File: config.mk
export PLATFORM = sky130hd
export DESIGN_NAME = multicycle_control
export DESIGN_NICKNAME = d
export VERILOG_FILES = /design/src/rtl/ctrl_pkg.sv /design/src/rtl/branch_eval.sv /design/src/rtl/multicycle_control.sv
export SDC_FILE = /design/constraint.sdc
export NUM_CORES = 1
export LEC_CHECK = 0
export CORE_UTILIZATION = 30
export DETAILED_ROUTE_END_ITERATION = 6
export GPL_ROUTABILITY_DRIVEN = 0
export PLACE_DENSITY = 0.82
export SETUP_SLACK_MARGIN = 0.1
export SLEW_MARGIN = 20
export SYNTH_ARGS = -nofsm -noshare
export SYNTH_HDL_FRONTEND = slang
export SYNTH_SLANG_ARGS = --single-unit
File: constraint.sdc
create_clock -name i_clk -period 3.9 [get_ports i_clk]
set_clock_uncertainty 0.1 [all_clocks]
set_input_delay 0.585 -clock i_clk [delete_from_list [all_inputs] [get_ports i_clk]]
set_output_delay 0.585 -clock i_clk [all_outputs]
set_load 0.01 [all_outputs]
File: src/rtl/ctrl_pkg.sv
// rtl/ctrl_pkg.sv - shared state encodings, opcodes and datapath select codes
package ctrl_pkg;

  typedef enum logic [3:0] {
    S_FETCH, S_DECODE, S_EXEC_R, S_EXEC_I, S_MEM_ADDR, S_MEM_RD, S_MEM_WB, S_MEM_WR,
    S_BRANCH, S_JAL, S_JALR, S_LUI, S_AUIPC, S_ALU_WB, S_HALT, S_TRAP
  } state_t;

  localparam logic [6:0] OP_R      = 7'b0110011;
  localparam logic [6:0] OP_IMM    = 7'b0010011;
  localparam logic [6:0] OP_LOAD   = 7'b0000011;
  localparam logic [6:0] OP_STORE  = 7'b0100011;
  localparam logic [6:0] OP_BRANCH = 7'b1100011;
  localparam logic [6:0] OP_JAL    = 7'b1101111;
  localparam logic [6:0] OP_JALR   = 7'b1100111;
  localparam logic [6:0] OP_LUI    = 7'b0110111;
  localparam logic [6:0] OP_AUIPC  = 7'b0010111;
  localparam logic [6:0] OP_SYSTEM = 7'b1110011;

  localparam logic [2:0] F3_BEQ  = 3'b000;
  localparam logic [2:0] F3_BNE  = 3'b001;
  localparam logic [2:0] F3_BLT  = 3'b100;
  localparam logic [2:0] F3_BGE  = 3'b101;
  localparam logic [2:0] F3_BLTU = 3'b110;
  localparam logic [2:0] F3_BGEU = 3'b111;

  localparam logic [1:0] SRCA_PC   = 2'd0;
  localparam logic [1:0] SRCA_RS1  = 2'd1;
  localparam logic [1:0] SRCA_ZERO = 2'd2;

  localparam logic [1:0] SRCB_RS2  = 2'd0;
  localparam logic [1:0] SRCB_FOUR = 2'd1;
  localparam logic [1:0] SRCB_IMM  = 2'd2;

  localparam logic [1:0] ALU_ADD   = 2'b00;
  localparam logic [1:0] ALU_CMP   = 2'b01;
  localparam logic [1:0] ALU_FUNCT = 2'b10;

  localparam logic [1:0] WB_ALU = 2'd0;
  localparam logic [1:0] WB_MEM = 2'd1;
  localparam logic [1:0] WB_PC4 = 2'd2;

  localparam logic [1:0] PCSRC_ALU    = 2'd0;
  localparam logic [1:0] PCSRC_ALUOUT = 2'd1;
  localparam logic [1:0] PCSRC_JALR   = 2'd2;

  // Next state out of DECODE; unknown opcodes land in TRAP.
  function automatic state_t dispatch(input logic [6:0] opcode, input logic halt_on_ecall);
    state_t s;
    case (opcode)
      OP_R:      s = S_EXEC_R;
      OP_IMM:    s = S_EXEC_I;
      OP_LOAD,
      OP_STORE:  s = S_MEM_ADDR;
      OP_BRANCH: s = S_BRANCH;
      OP_JAL:    s = S_JAL;
      OP_JALR:   s = S_JALR;
      OP_LUI:    s = S_LUI;
      OP_AUIPC:  s = S_AUIPC;
      OP_SYSTEM: s = halt_on_ecall ? S_HALT : S_FETCH;
      default:   s = S_TRAP;
    endcase
    return s;
  endfunction

endpackage

File: src/rtl/branch_eval.sv
// rtl/branch_eval.sv - branch condition decode from funct3 and ALU compare flags
module branch_eval
  import ctrl_pkg::*;
#(
  parameter bit BRANCH_ALL = 1'b1
) (
  input  logic [2:0] i_funct3,
  input  logic       i_zero,
  input  logic       i_lt,
  input  logic       i_ltu,
  output logic       o_taken,
  output logic       o_bad
);

  always_comb begin
    o_taken = 1'b0;
    o_bad   = 1'b0;
    if (BRANCH_ALL) begin
      case (i_funct3)
        F3_BEQ:  o_taken = i_zero;
        F3_BNE:  o_taken = !i_zero;
        F3_BLT:  o_taken = i_lt;
        F3_BGE:  o_taken = !i_lt;
        F3_BLTU: o_taken = i_ltu;
        F3_BGEU: o_taken = !i_ltu;
        default: o_bad   = 1'b1;
      endcase
    end else begin
      // Reduced decoder: only beq can ever redirect the PC.
      o_taken = (i_funct3 == F3_BEQ) && i_zero;
    end
  end

endmodule

File: src/rtl/multicycle_control.sv
// rtl/multicycle_control.sv - Moore control FSM for a multicycle RV32I datapath
module multicycle_control
  import ctrl_pkg::*;
#(
  parameter bit BRANCH_ALL    = 1'b1,
  parameter bit MEM_HANDSHAKE = 1'b1,
  parameter bit HALT_ON_ECALL = 1'b1
) (
  input  logic        i_clk,
  input  logic        i_rst_n,
  input  logic [31:0] i_instr,
  input  logic        i_mem_ready,
  input  logic        i_zero,
  input  logic        i_lt,
  input  logic        i_ltu,
  output logic        o_ir_write,
  output logic        o_pc_write,
  output logic        o_mem_read,
  output logic        o_mem_write,
  output logic        o_reg_write,
  output logic        o_iord,
  output logic [1:0]  o_alu_src_a,
  output logic [1:0]  o_alu_src_b,
  output logic [1:0]  o_alu_op,
  output logic [1:0]  o_wb_sel,
  output logic [1:0]  o_pc_src,
  output logic [3:0]  o_state,
  output logic        o_halted,
  output logic        o_illegal
);

  state_t r_state;
  logic   r_run;
  logic   r_halted;
  logic   r_illegal;

  logic   w_mem_done;
  logic   w_taken;
  logic   w_bad;
  state_t w_dispatch;
  logic   w_unused_instr;

  assign w_mem_done     = MEM_HANDSHAKE ? i_mem_ready : 1'b1;
  assign w_dispatch     = dispatch(i_instr[6:0], HALT_ON_ECALL);
  assign w_unused_instr = ^{i_instr[31:15], i_instr[11:7]};

  branch_eval #(.BRANCH_ALL(BRANCH_ALL)) u_branch_eval (
    .i_funct3 (i_instr[14:12]),
    .i_zero   (i_zero),
    .i_lt     (i_lt),
    .i_ltu    (i_ltu),
    .o_taken  (w_taken),
    .o_bad    (w_bad)
  );

  // r_run holds the FSM idle for the first edge after reset release so
  // the first FETCH starts cleanly on the following rising edge.
  always_ff @(posedge i_clk or negedge i_rst_n) begin
    if (!i_rst_n) begin
      r_state   <= S_FETCH;
      r_run     <= 1'b0;
      r_halted  <= 1'b0;
      r_illegal <= 1'b0;
    end else if (!r_run) begin
      r_run <= 1'b1;
    end else begin
      case (r_state)
        S_FETCH:    if (w_mem_done) r_state <= S_DECODE;
        S_DECODE: begin
          r_state <= w_dispatch;
          if (w_dispatch == S_TRAP) r_illegal <= 1'b1;
          if (w_dispatch == S_HALT) r_halted  <= 1'b1;
        end
        S_EXEC_R, S_EXEC_I, S_LUI, S_AUIPC: r_state <= S_ALU_WB;
        S_MEM_ADDR: r_state <= i_instr[5] ? S_MEM_WR : S_MEM_RD;
        S_MEM_RD:   if (w_mem_done) r_state <= S_MEM_WB;
        S_MEM_WR:   if (w_mem_done) r_state <= S_FETCH;
        S_MEM_WB, S_ALU_WB, S_JAL, S_JALR: r_state <= S_FETCH;
        S_BRANCH: begin
          if (w_bad) begin
            r_state   <= S_TRAP;
            r_illegal <= 1'b1;
          end else begin
            r_state <= S_FETCH;
          end
        end
        default:    r_state <= r_state;
      endcase
    end
  end

  always_comb begin
    o_ir_write  = 1'b0;
    o_pc_write  = 1'b0;
    o_mem_read  = 1'b0;
    o_mem_write = 1'b0;
    o_reg_write = 1'b0;
    o_iord      = 1'b0;
    o_alu_src_a = SRCA_PC;
    o_alu_src_b = SRCB_RS2;
    o_alu_op    = ALU_ADD;
    o_wb_sel    = WB_ALU;
    o_pc_src    = PCSRC_ALU;
    if (r_run) begin
      case (r_state)
        S_FETCH: begin
          o_mem_read  = 1'b1;
          o_ir_write  = w_mem_done;
          o_pc_write  = w_mem_done;
          o_alu_src_b = SRCB_FOUR;
        end
        S_DECODE:   o_alu_src_b = SRCB_IMM;
        S_EXEC_R: begin
          o_alu_src_a = SRCA_RS1;
          o_alu_op    = ALU_FUNCT;
        end
        S_EXEC_I: begin
          o_alu_src_a = SRCA_RS1;
          o_alu_src_b = SRCB_IMM;
          o_alu_op    = ALU_FUNCT;
        end
        S_MEM_ADDR: begin
          o_alu_src_a = SRCA_RS1;
          o_alu_src_b = SRCB_IMM;
        end
        S_MEM_RD: begin
          o_mem_read = 1'b1;
          o_iord     = 1'b1;
        end
        S_MEM_WB: begin
          o_reg_write = 1'b1;
          o_wb_sel    = WB_MEM;
        end
        S_MEM_WR: begin
          o_mem_write = 1'b1;
          o_iord      = 1'b1;
        end
        S_BRANCH: begin
          o_alu_src_a = SRCA_RS1;
          o_alu_op    = ALU_CMP;
          o_pc_src    = PCSRC_ALUOUT;
          o_pc_write  = w_taken;
        end
        S_JAL: begin
          o_reg_write = 1'b1;
          o_wb_sel    = WB_PC4;
          o_pc_write  = 1'b1;
          o_pc_src    = PCSRC_ALUOUT;
        end
        S_JALR: begin
          o_reg_write = 1'b1;
          o_wb_sel    = WB_PC4;
          o_pc_write  = 1'b1;
          o_pc_src    = PCSRC_JALR;
          o_alu_src_a = SRCA_RS1;
          o_alu_src_b = SRCB_IMM;
        end
        S_LUI: begin
          o_alu_src_a = SRCA_ZERO;
          o_alu_src_b = SRCB_IMM;
        end
        S_AUIPC:    o_alu_src_b = SRCB_IMM;
        S_ALU_WB:   o_reg_write = 1'b1;
        default: ;
      endcase
    end
  end

  assign o_state   = r_state;
  assign o_halted  = r_halted;
  assign o_illegal = r_illegal;

endmodule

==> impl_metrics.py <==
metrics = {
    "run_status": {
        "status": "finished with violations",
        "failed_checks": "DRC",
    },
    "layout": {
        "nets": 194,
        "drive_above_1_share_pct": 5.81,
        "fin_area_um2": 1240,
        "fin_util_pct": 45.4,
        "diodes": 0,
        "area_growth_pct": 44.8,
        "finalNonFillerCells": 186,
    },
    "synthesis": {
        "ys_types": 47,
        "synth_edf_count": 0,
        "yosysSeqAreaShare_pct": 20.4,
        "synth_top_cell_area_share_pct": 20.4,
        "yosysTopAreaCell": "dfrtp_1",
        "synth_area_um2": 857,
        "synth.area.top_cells": "dfrtp_1 (20%), a21oi_1 (7.0%), nand2_1 (5.3%)",
        "synthCells": 122,
        "synth.ff_latch_count": 7,
        "syn_area_per_cell_um2": 7.03,
        "syn_nets": 160,
        "async_flop_share_pct": 100,
        "ys_warn_count": 0,
        "synth_flop_cell": "dfrtp_1",
    },
    "critical_path": {
        "worstSetupEndpointType": "primary output",
        "critPathMaxFanout": 3,
        "critPathLaunchType": "primary input",
        "cp_data_arrival_time_ns": 2.27,
        "slowest_delay_ns": 0.53,
        "crit_path_frequent_cell": "clkdlybuf4s50_1",
        "crit_family": "buffers and inverters",
        "cp_cell_sequence": "clkdlybuf4s50_1 > mux2i_1 > xnor2_1 > nand2_1 > o31ai_1 > a32o_1 > clkdlybuf4s50_1",
        "critPathSlowestCell": "clkdlybuf4s50_1",
        "worst_ep_required_time_ns": 3.21,
        "crit_buf_inv": 2,
        "crit_type": "in -> out",
    },
    "detailed_routing": {
        "routed_wl_mm": 2.47,
        "wl_per_cell_um": 13.3,
        "num_vias": 1033,
        "drtAntennaViolNets": 0,
        "drc_errors": 2,
        "drt_iter0_drc": 26,
        "vias_per_cell": 5.55,
        "firstDrtPassIters": 6,
    },
    "global_routing": {
        "grt_usage_pct": 15.3,
        "grt_max_degree": 20,
        "antenna_found_initial": 0,
        "overflow": 0,
        "grt_first_pass_wirelength_mm": 3.85,
        "first_global_vias": 872,
    },
    "floorplanning": {
        "core_area_um2": 2730,
        "die-area_um2": 3070,
        "die_w_um": 55.5,
        "start_util_pct": 31.4,
        "die_h_um": 55.5,
        "rows": 19,
        "io_pins": 60,
    },
    "timing": {
        "slew_violations": 0,
        "fmax_mhz": 338,
        "hold_violations": 0,
        "finalCritPeriodShare_pct": 75.8,
        "fin_crit_ns": 2.96,
        "slew_headroom_pct": 64.8,
        "fin_hold_ws_ns": 0.357,
        "tightest_slew_ns": 0.527,
        "finalSetupViolCount": 0,
        "tns_ns": 0,
        "rsz0062_at_grt": "false",
    },
    "clocking": {
        "post_cts_buffers": 0,
        "hold_buffers": 0,
        "cts_num_sinks": 7,
        "cts_buffers": 3,
        "cts-root-buf": "clkbuf_4",
        "insertion_delay_ns": 0.26,
        "cts_tree": "built",
        "cts_resized": 0,
        "clock_path_buffers": 2,
        "h-tree-depth": 1,
        "clkSlewWorstSetupHoldPaths_ns": 0.05,
    },
    "pwr": {
        "combPwrFrac_pct": 22.8,
        "p_int_mw": 0.137,
        "powerDensity_nw_per_um2": 152,
        "power_frac_clock_pct": 36.7,
        "switching_share_pct": 27.2,
        "vdd_ir_drop_max_uv": 104,
        "net-switching-power_mw": 0.0513,
        "seqPwrFrac_pct": 40.6,
        "p_leak_nw": 0.514,
    },
    "job": {
        "cap_viol_max_count": 0,
    },
    "hold_path": {
        "hp-class": "reg -> reg",
    },
    "placed_design": {
        "dp_hpwl_mm": 1.83,
        "placedCellCount": 182,
        "port_buffers": 37,
        "placed_cell_area_um2": 1210,
    },
}
[flip-flops by register name (all words and copies together), names as in the netlist]
signal and cells:
o_state 4, o_halted 1, o_illegal 1, r_run 1
[through the flow]
stage	power [mW]	worst slack, ns
2_1_floorplan	0.0967	1.86
3_5_place_dp	0.120	0.929
4_1_cts	0.192	0.922
3_3_place_gp	0.118	0.954
5_1_grt	0.198	0.871
6_report	0.188	0.942
[final cells by class]
cell class                 instances  area (um^2)
clock buffer                       4         26.3
fill                             286         1490
inverter                          10         37.5
multi-input combinational         97          593
sequential                         7          175
tap                               31         38.8
timing repair buffer              37          370
[cells by family after synthesis]
kind of cell,count (synthesis),synth area share [%]
AO/OA/AOI/OAI,42,33.6
XOR/XNOR,3,3.07
buffers and inverters,18,10.4
flip-flops,7,20.4
multiplexers,1,1.17
other,1,0.438
AND/OR/NAND/NOR,50,30.9
[routing by layer]
layer  up-vias  part of all wire, %  GRT usage (%)
li1        503                    -              -
met1       474                   41           17.4
met2        53                   51           27.9
met3         3                  5.9           2.11
met4         0                  1.3           7.50
met5         -                    0              0
[final timing paths]
kind / from / to / slack, ns / depth (start not counted)
setup reg to reg: o_state[3]$_DFFE_PN0P_ / o_state[0]$_DFFE_PN0P_ / 1.94 / 4
min in group asynchronous: i_rst_n / o_state[3]$_DFFE_PN0P_ / 0.48 / 1
hold reg to reg: o_halted$_DFFE_PN0P_ / o_halted$_DFFE_PN0P_ / 0.36 / 1
setup / recovery: i_instr[13] / o_pc_write / 0.94 / 7
max in group asynchronous: i_rst_n / o_state[0]$_DFFE_PN0P_ / 2.98 / 1
hold / removal: o_halted$_DFFE_PN0P_ / o_halted$_DFFE_PN0P_ / 0.36 / 1
[Yosys cell counts (2+ instances only)]
| master | n |
|---|---|
| nor2b_1 | 4 |
| inv_1 | 10 |
| and3_1 | 4 |
| nand2_1 | 12 |
| dfrtp_1 | 7 |
| nor2_1 | 12 |
| o21ai_1 | 2 |
| nand3_1 | 2 |
| clkbuf_1 | 3 |
| and2_1 | 5 |
| o211ai_1 | 2 |
| xnor2_1 | 3 |
| o21ai_0 | 6 |
| a31oi_1 | 2 |
| buf_6 | 2 |
| a21oi_1 | 12 |
| a211o_1 | 2 |
| a21o_1 | 2 |
| buf_2 | 2 |
[power groups by stage]
stage	combinational (mW)	clock, mW	sequential, mW
3_5_place_dp	0.0426	0	0.0775
3_3_place_gp	0.0406	0	0.0775
4_1_cts	0.0427	0.0731	0.0762
6_report	0.0429	0.0691	0.0764
2_1_floorplan	0.0199	0	0.0768
5_1_grt	0.0462	0.0756	0.0765
[layout by cell type, fill, tap and decap left out, drive strengths merged, types with 3 or more instances in the layout]
master	instances
and2	5
o21ai	8
a21o	3
nor2	12
a21oi	12
clkdlybuf4s50	37
dfrtp	7
and3	4
inv	10
clkbuf	4
xnor2	3
nand2	12
nor2b	5
Power figures use the tool's default switching activity.
